==> config.mk <==
export PLATFORM = sky130hd
export DESIGN_NAME = scs8hd_addcon_pipe
export DESIGN_NICKNAME = d
export VERILOG_FILES = /design/src/rtl/scs8hd_addcon_pkg.sv /design/src/rtl/scs8hd_addcon_slice.sv /design/src/rtl/scs8hd_addcon_pipe.sv
export SDC_FILE = /design/constraint.sdc
export NUM_CORES = 1
export LEC_CHECK = 0
export CORE_MARGIN = 5
export CORE_UTILIZATION = 58
export CTS_BUF_LIST = sky130_fd_sc_hd__clkbuf_16
export CTS_CLUSTER_SIZE = 14
export DETAILED_ROUTE_END_ITERATION = 10
export PLACE_DENSITY = 0.9
export SLEW_MARGIN = 30
export SYNTH_ARGS = -nofsm -noshare
export SYNTH_HDL_FRONTEND = slang
export SYNTH_SLANG_ARGS = --single-unit
==> constraint.sdc <==
create_clock -name CLK -period 3.3 [get_ports CLK]
set_input_delay 0.495 -clock CLK [delete_from_list [all_inputs] [get_ports CLK]]
set_output_delay 0.495 -clock CLK [all_outputs]
set_load 0.005 [all_outputs]
==> src/rtl/scs8hd_addcon_pkg.sv <==
// Shared configuration helpers for the pipelined adder/subtractor.
package scs8hd_addcon_pkg;

    // COUTN idles high: "no carry" is the quiescent state of the inverted carry.
    localparam logic COUTN_RST = 1'b1;

    // Number of registered slices the add is split into.
    function automatic int calc_stages(input int width, input int lane);
        return width / lane;
    endfunction

    // Legal geometry: at least one lane, lane fits the word, word is whole lanes.
    function automatic bit cfg_ok(input int width, input int lane);
        return (lane >= 1) && (lane <= width) && ((width % lane) == 0);
    endfunction

endpackage

==> src/rtl/scs8hd_addcon_slice.sv <==
// One LANE-bit ripple slice: adds its operand bits with the registered carry
// from the previous slice and registers sum, inverted carry, overflow and valid.
module scs8hd_addcon_slice
    import scs8hd_addcon_pkg::*;
#(
    parameter int LANE = 4
) (
    input  logic            clk,
    input  logic            reset,
    input  logic            advance,
    input  logic            vld_in,
    input  logic            cin,
    input  logic [LANE-1:0] a,
    input  logic [LANE-1:0] b,
    output logic [LANE-1:0] sum_p,
    output logic            coutn_p,
    output logic            ovf_p,
    output logic            vld_p
);

    logic [LANE:0] total;
    logic          c_msb;

    assign total = {1'b0, a} + {1'b0, b} + {{LANE{1'b0}}, cin};
    // Carry into the slice MSB recovered from the MSB sum bit.
    assign c_msb = a[LANE-1] ^ b[LANE-1] ^ total[LANE-1];

    // Valid bit advances with the global pipeline enable; bubbles shift in too.
    always_ff @(posedge clk) begin
        if (reset) begin
            vld_p <= 1'b0;
        end else if (advance) begin
            vld_p <= vld_in;
        end
    end

    // Result bits only update for real beats so outputs stay quiet across bubbles.
    always_ff @(posedge clk) begin
        if (reset) begin
            sum_p   <= '0;
            coutn_p <= COUTN_RST;
            ovf_p   <= 1'b0;
        end else if (advance && vld_in) begin
            sum_p   <= total[LANE-1:0];
            coutn_p <= ~total[LANE];
            ovf_p   <= c_msb ^ total[LANE];
        end
    end

endmodule

==> src/rtl/scs8hd_addcon_pipe.sv <==
// Pipelined ripple-carry adder/subtractor with active-low carry out.
// Operand bits above the active slice are skewed forward and finished sum
// bits below it are carried forward, so each beat emerges aligned.
module scs8hd_addcon_pipe
    import scs8hd_addcon_pkg::*;
#(
    parameter int WIDTH = 16,
    parameter int LANE  = 4
) (
    input  logic             CLK,
    input  logic             RESET,
    input  logic             IN_VALID,
    output logic             IN_READY,
    input  logic [WIDTH-1:0] A,
    input  logic [WIDTH-1:0] B,
    input  logic             CI,
    input  logic             SUB,
    output logic             OUT_VALID,
    input  logic             OUT_READY,
    output logic [WIDTH-1:0] SUM,
    output logic             COUTN,
    output logic             OVF
);

    localparam int STAGES = calc_stages(WIDTH, LANE);
    localparam int LAST   = STAGES - 1;

    if (!cfg_ok(WIDTH, LANE)) begin : g_cfg_err
        $fatal(1, "scs8hd_addcon_pipe: WIDTH must be a non-zero multiple of LANE");
    end

    logic             advance;
    logic [WIDTH-1:0] b_eff;

    // Whole pipe moves together; only a held, unconsumed result stalls it.
    assign advance  = OUT_READY || !OUT_VALID;
    assign IN_READY = advance;
    assign b_eff    = SUB ? ~B : B;

    for (genvar k = 0; k < STAGES; k++) begin : g_stage
        localparam int HW = WIDTH - (k + 1) * LANE;
        localparam int LW = k * LANE;

        logic [LANE-1:0] a_k;
        logic [LANE-1:0] b_k;
        logic            cin_k;
        logic            vin_k;
        logic            load_k;
        logic [LANE-1:0] sum_p;
        logic            coutn_p;
        logic            ovf_p;
        logic            vld_p;

        if (k == 0) begin : g_in
            assign a_k   = A[LANE-1:0];
            assign b_k   = b_eff[LANE-1:0];
            assign cin_k = SUB | CI;
            assign vin_k = IN_VALID;
        end else begin : g_in
            assign a_k   = g_stage[k-1].g_hi.a_hi[LANE-1:0];
            assign b_k   = g_stage[k-1].g_hi.b_hi[LANE-1:0];
            assign cin_k = ~g_stage[k-1].coutn_p;
            assign vin_k = g_stage[k-1].vld_p;
        end

        assign load_k = advance && vin_k;

        scs8hd_addcon_slice #(.LANE(LANE)) u_slice (
            .clk     (CLK),
            .reset   (RESET),
            .advance (advance),
            .vld_in  (vin_k),
            .cin     (cin_k),
            .a       (a_k),
            .b       (b_k),
            .sum_p   (sum_p),
            .coutn_p (coutn_p),
            .ovf_p   (ovf_p),
            .vld_p   (vld_p)
        );

        if (HW > 0) begin : g_hi
            logic [HW-1:0] a_src;
            logic [HW-1:0] b_src;
            logic [HW-1:0] a_hi;
            logic [HW-1:0] b_hi;

            if (k == 0) begin : g_src
                assign a_src = A[WIDTH-1:LANE];
                assign b_src = b_eff[WIDTH-1:LANE];
            end else begin : g_src
                assign a_src = g_stage[k-1].g_hi.a_hi[HW+LANE-1:LANE];
                assign b_src = g_stage[k-1].g_hi.b_hi[HW+LANE-1:LANE];
            end

            // Skew: operand bits not yet added travel with their beat.
            always_ff @(posedge CLK) begin
                if (load_k) begin
                    a_hi <= a_src;
                    b_hi <= b_src;
                end
            end
        end

        if (k > 0) begin : g_lo
            logic [LW-1:0] lo_src;
            logic [LW-1:0] lo;

            if (k == 1) begin : g_src
                assign lo_src = g_stage[0].sum_p;
            end else begin : g_src
                assign lo_src = {g_stage[k-1].sum_p, g_stage[k-1].g_lo.lo};
            end

            // Deskew: finished low sum bits travel with their beat; they reach SUM.
            always_ff @(posedge CLK) begin
                if (RESET) begin
                    lo <= '0;
                end else if (load_k) begin
                    lo <= lo_src;
                end
            end
        end
    end

    if (STAGES == 1) begin : g_sum
        assign SUM = g_stage[0].sum_p;
    end else begin : g_sum
        assign SUM = {g_stage[LAST].sum_p, g_stage[LAST].g_lo.lo};
    end

    assign OUT_VALID = g_stage[LAST].vld_p;
    assign COUTN     = g_stage[LAST].coutn_p;
    assign OVF       = g_stage[LAST].ovf_p;

endmodule

==> results.json <==
{
  "hold_viol": 0,
  "final_max_slew_viol_count": 0,
  "ys_ff_latch": 97,
  "clk_pin_slew_ns": 0.06,
  "ys_seq_area_share_pct": 62.0,
  "drt-pass1-iter-count": 4,
  "multiInputGateArea_um2": 1330,
  "ff2ff_path_depth": 8,
  "grt.total_usage_pct": 16.9,
  "wl_per_cell_um": 13.8,
  "ios": 58,
  "rsz0062_at_grt": "no",
  "worstPathArrival_ns": 2.61,
  "outcome": "complete, no violations",
  "setup_violations": 0,
  "cts_buffers": 9,
  "root_buffer": "clkbuf_16",
  "grt_pass1_vias": 2405,
  "initial_utilization_pct": 58.5,
  "clk_latency_ns": 0.34,
  "area_delta_synth_final_pct": 22.9,
  "crit_path_top_delay_cell": "clkdlybuf4s50_1",
  "coreArea_um2": 6680,
  "crit_chain": "clkdlybuf4s50_1 > buf_4 > or2_2 > fa_1 > a21o_1 > a21oi_1 > nor4_1 > a311o_1",
  "finalNetCount": 444,
  "grt_max_degree": 49,
  "crit_path_max_incr_delay_ns": 0.46,
  "clockBufferDepth": 2,
  "syn_area_um2": 3910,
  "min_period_over_period_pct": 72.3,
  "row_count": 30,
  "fin_area_um2": 4800,
  "startpoint_type": "input pin",
  "io_buffers": 57,
  "synth_area_per_cell_um2": 11.9,
  "synth_cells": 328,
  "end_kind": "register",
  "critPathTopFamily": "compound AO/OA/AOI/OAI gates",
  "finalClockSkew_ns": 0.00699,
  "fp.dieH_um": 92.1,
  "final_util_pct": 71.9,
  "critical_path_class": "input pin to register",
  "antenna_found_initial": 0,
  "dpl.cell_count": 455,
  "cp.required_ns": 3.52,
  "worst-path-buf-inv": 2,
  "ys.warnings.count": 0,
  "grt_pass1_wl_um": 11200,
  "synth_cell_types": 33,
  "max_freq_mhz": 419,
  "antenna_cells": 0,
  "slew_headroom_pct": 66.3,
  "ant_nets": 0,
  "leakage_nw": 1.78,
  "holdPathStages": 0,
  "post_cts.repair.setup_buffers": 0,
  "place_congestion": 0.805,
  "overflow": 0,
  "hold_path.class": "register to register",
  "cts_max_level": 3,
  "final_layout_size_suffix_gt1_share_pct": 7.42,
  "fin_cells": 471,
  "syn_nets": 386,
  "drcViolationCount": 0,
  "ctsResizeCount": 0,
  "die_w_um": 92.1,
  "hpwl_um": 4630,
  "tns_ns": 0,
  "routed_wl_um": 6490,
  "tightest_slew_ns": 0.504,
  "vdd_drop_max_mv": 0.335,
  "maxCapViolations": 0,
  "crit_cells": 8,
  "vias": 2441,
  "regArea_um2": 2420,
  "fillerInstances": 437,
  "power.density_nw_per_um2": 528,
  "cts_hold_buf": 0,
  "cts_tree": "yes",
  "viasPerCell": 5.18,
  "clkSinkCount": 97,
  "final.min_clock_period_ns": 2.38,
  "drt_iter0_drc": 211,
  "placed_area_um2": 4520,
  "fp.dieArea_um2": 8480,
  "critPathMaxFanout": 9
}
## cell families (layout without fill, tap and decap cells)
family                   count (synthesis)  in the layout  share of synthesized area, %
flip-flops                              97             97                          62.0
AND/OR/NAND/NOR                         97             97                          11.8
AO/OA/AOI/OAI                           60             60                          9.19
buffers and inverters                   32             95                          4.13
XOR/XNOR                                22             22                          4.93
adder cells (fa/ha/maj)                 20             20                          7.94
## synth_stat cells
cell type	n	area, µm²
xnor2_1	5	43.8
ha_1	12	150
clkbuf_1	4	15.0
buf_1	1	3.75
and4_1	3	26.3
a221o_1	2	20.0
inv_1	15	56.3
nor2_1	11	41.3
o31ai_1	1	7.51
buf_6	3	33.8
inv_4	2	12.5
fa_1	8	160
nand2_1	69	259
a311o_1	3	30.0
and2_4	1	8.76
inv_6	1	8.76
inv_2	1	3.75
nand3_1	2	10.0
buf_4	1	7.51
nor4_1	3	18.8
a211oi_1	6	45.0
a21o_1	4	30.0
buf_2	4	20.0
o21ai_0	4	20.0
nand2_8	3	60.1
edfxtp_1	48	1440
a221o_2	1	11.3
a21oi_1	39	195
nor2b_4	1	13.8
or2_2	1	6.26
nor2b_1	3	18.8
xor2_1	17	149
dfxtp_1	49	981
## registers in the layout, summed over array words and instances, names as in the netlist
register and count:
g_stage.g_hi.a_hi 24, g_stage.g_hi.b_hi 24, g_stage.g_lo.lo 24, g_stage.u_slice.sum_p 16
g_stage.u_slice.coutn_p 4, g_stage.u_slice.vld_p 4, g_stage.u_slice.ovf_p 1
## final timing paths
| kind | slack, ns | to | startpoint |
|---|---|---|---|
| worst max-delay path | 0.92 | g_stage[0].u_slice.sum_p[3] | SUB |
| worst min-delay path | 0.42 | g_stage[2].g_hi.b_hi[0] | g_stage[1].g_hi.b_hi[4] |
| worst max register to register | 1.34 | g_stage[3].u_slice.ovf_p | g_stage[2].g_hi.b_hi[0] |
| worst min register to register | 0.42 | g_stage[2].g_hi.b_hi[0] | g_stage[1].g_hi.b_hi[4] |
## through the flow
stage	hold slack, ns	worst slack [ns]	power (mW)
detailed placement	0.405	0.561	1.61
finish	0.418	0.915	2.53
global placement	0.404	0.610	1.59
CTS	0.420	0.904	2.56
global route	0.423	0.812	2.64
floorplan	0.400	0.894	1.51
## layout make-up
| cell class | instances | share of cell area [%] |
|---|---|---|
| Sequential cell | 97 | 50.4 |
| Clock inverter | 7 | 1.15 |
| Clock buffer | 9 | 4.69 |
| Tap cell | 80 | 2.08 |
| Timing Repair Buffer | 60 | 12.4 |
| Inverter | 19 | 1.69 |
| Multi-Input combinational cell | 199 | 27.6 |
## cells in the final DEF, fill, tap and decap left out, types with 4 or more instances in the layout
cell,instances
edfxtp_1,48
a21o_1,4
xor2_1,17
a21oi_1,39
fa_1,8
ha_1,12
a211oi_1,6
nand2_1,69
inv_1,15
clkdlybuf4s50_1,57
clkbuf_16,9
dfxtp_1,49
o21ai_0,4
xnor2_1,5
nor2_1,11
## where the power goes
part	switching (mW)	internal, mW	total, mW	leakage [nW]
registers	0.0255	1.33	1.35	0.856
logic	0.117	0.114	0.231	0.785
clock network	0.433	0.518	0.951	0.139
total	0.576	1.96	2.53	1.78
## metal layers
metal	GRT usage, %	up-vias	wire length [µm]
li1	-	1239	-
met5	0	-	0
met1	20.7	1127	2760
met4	8.91	0	156
met2	28.2	62	3250
met3	3.61	13	334
(Power assumes the default switching activity.)
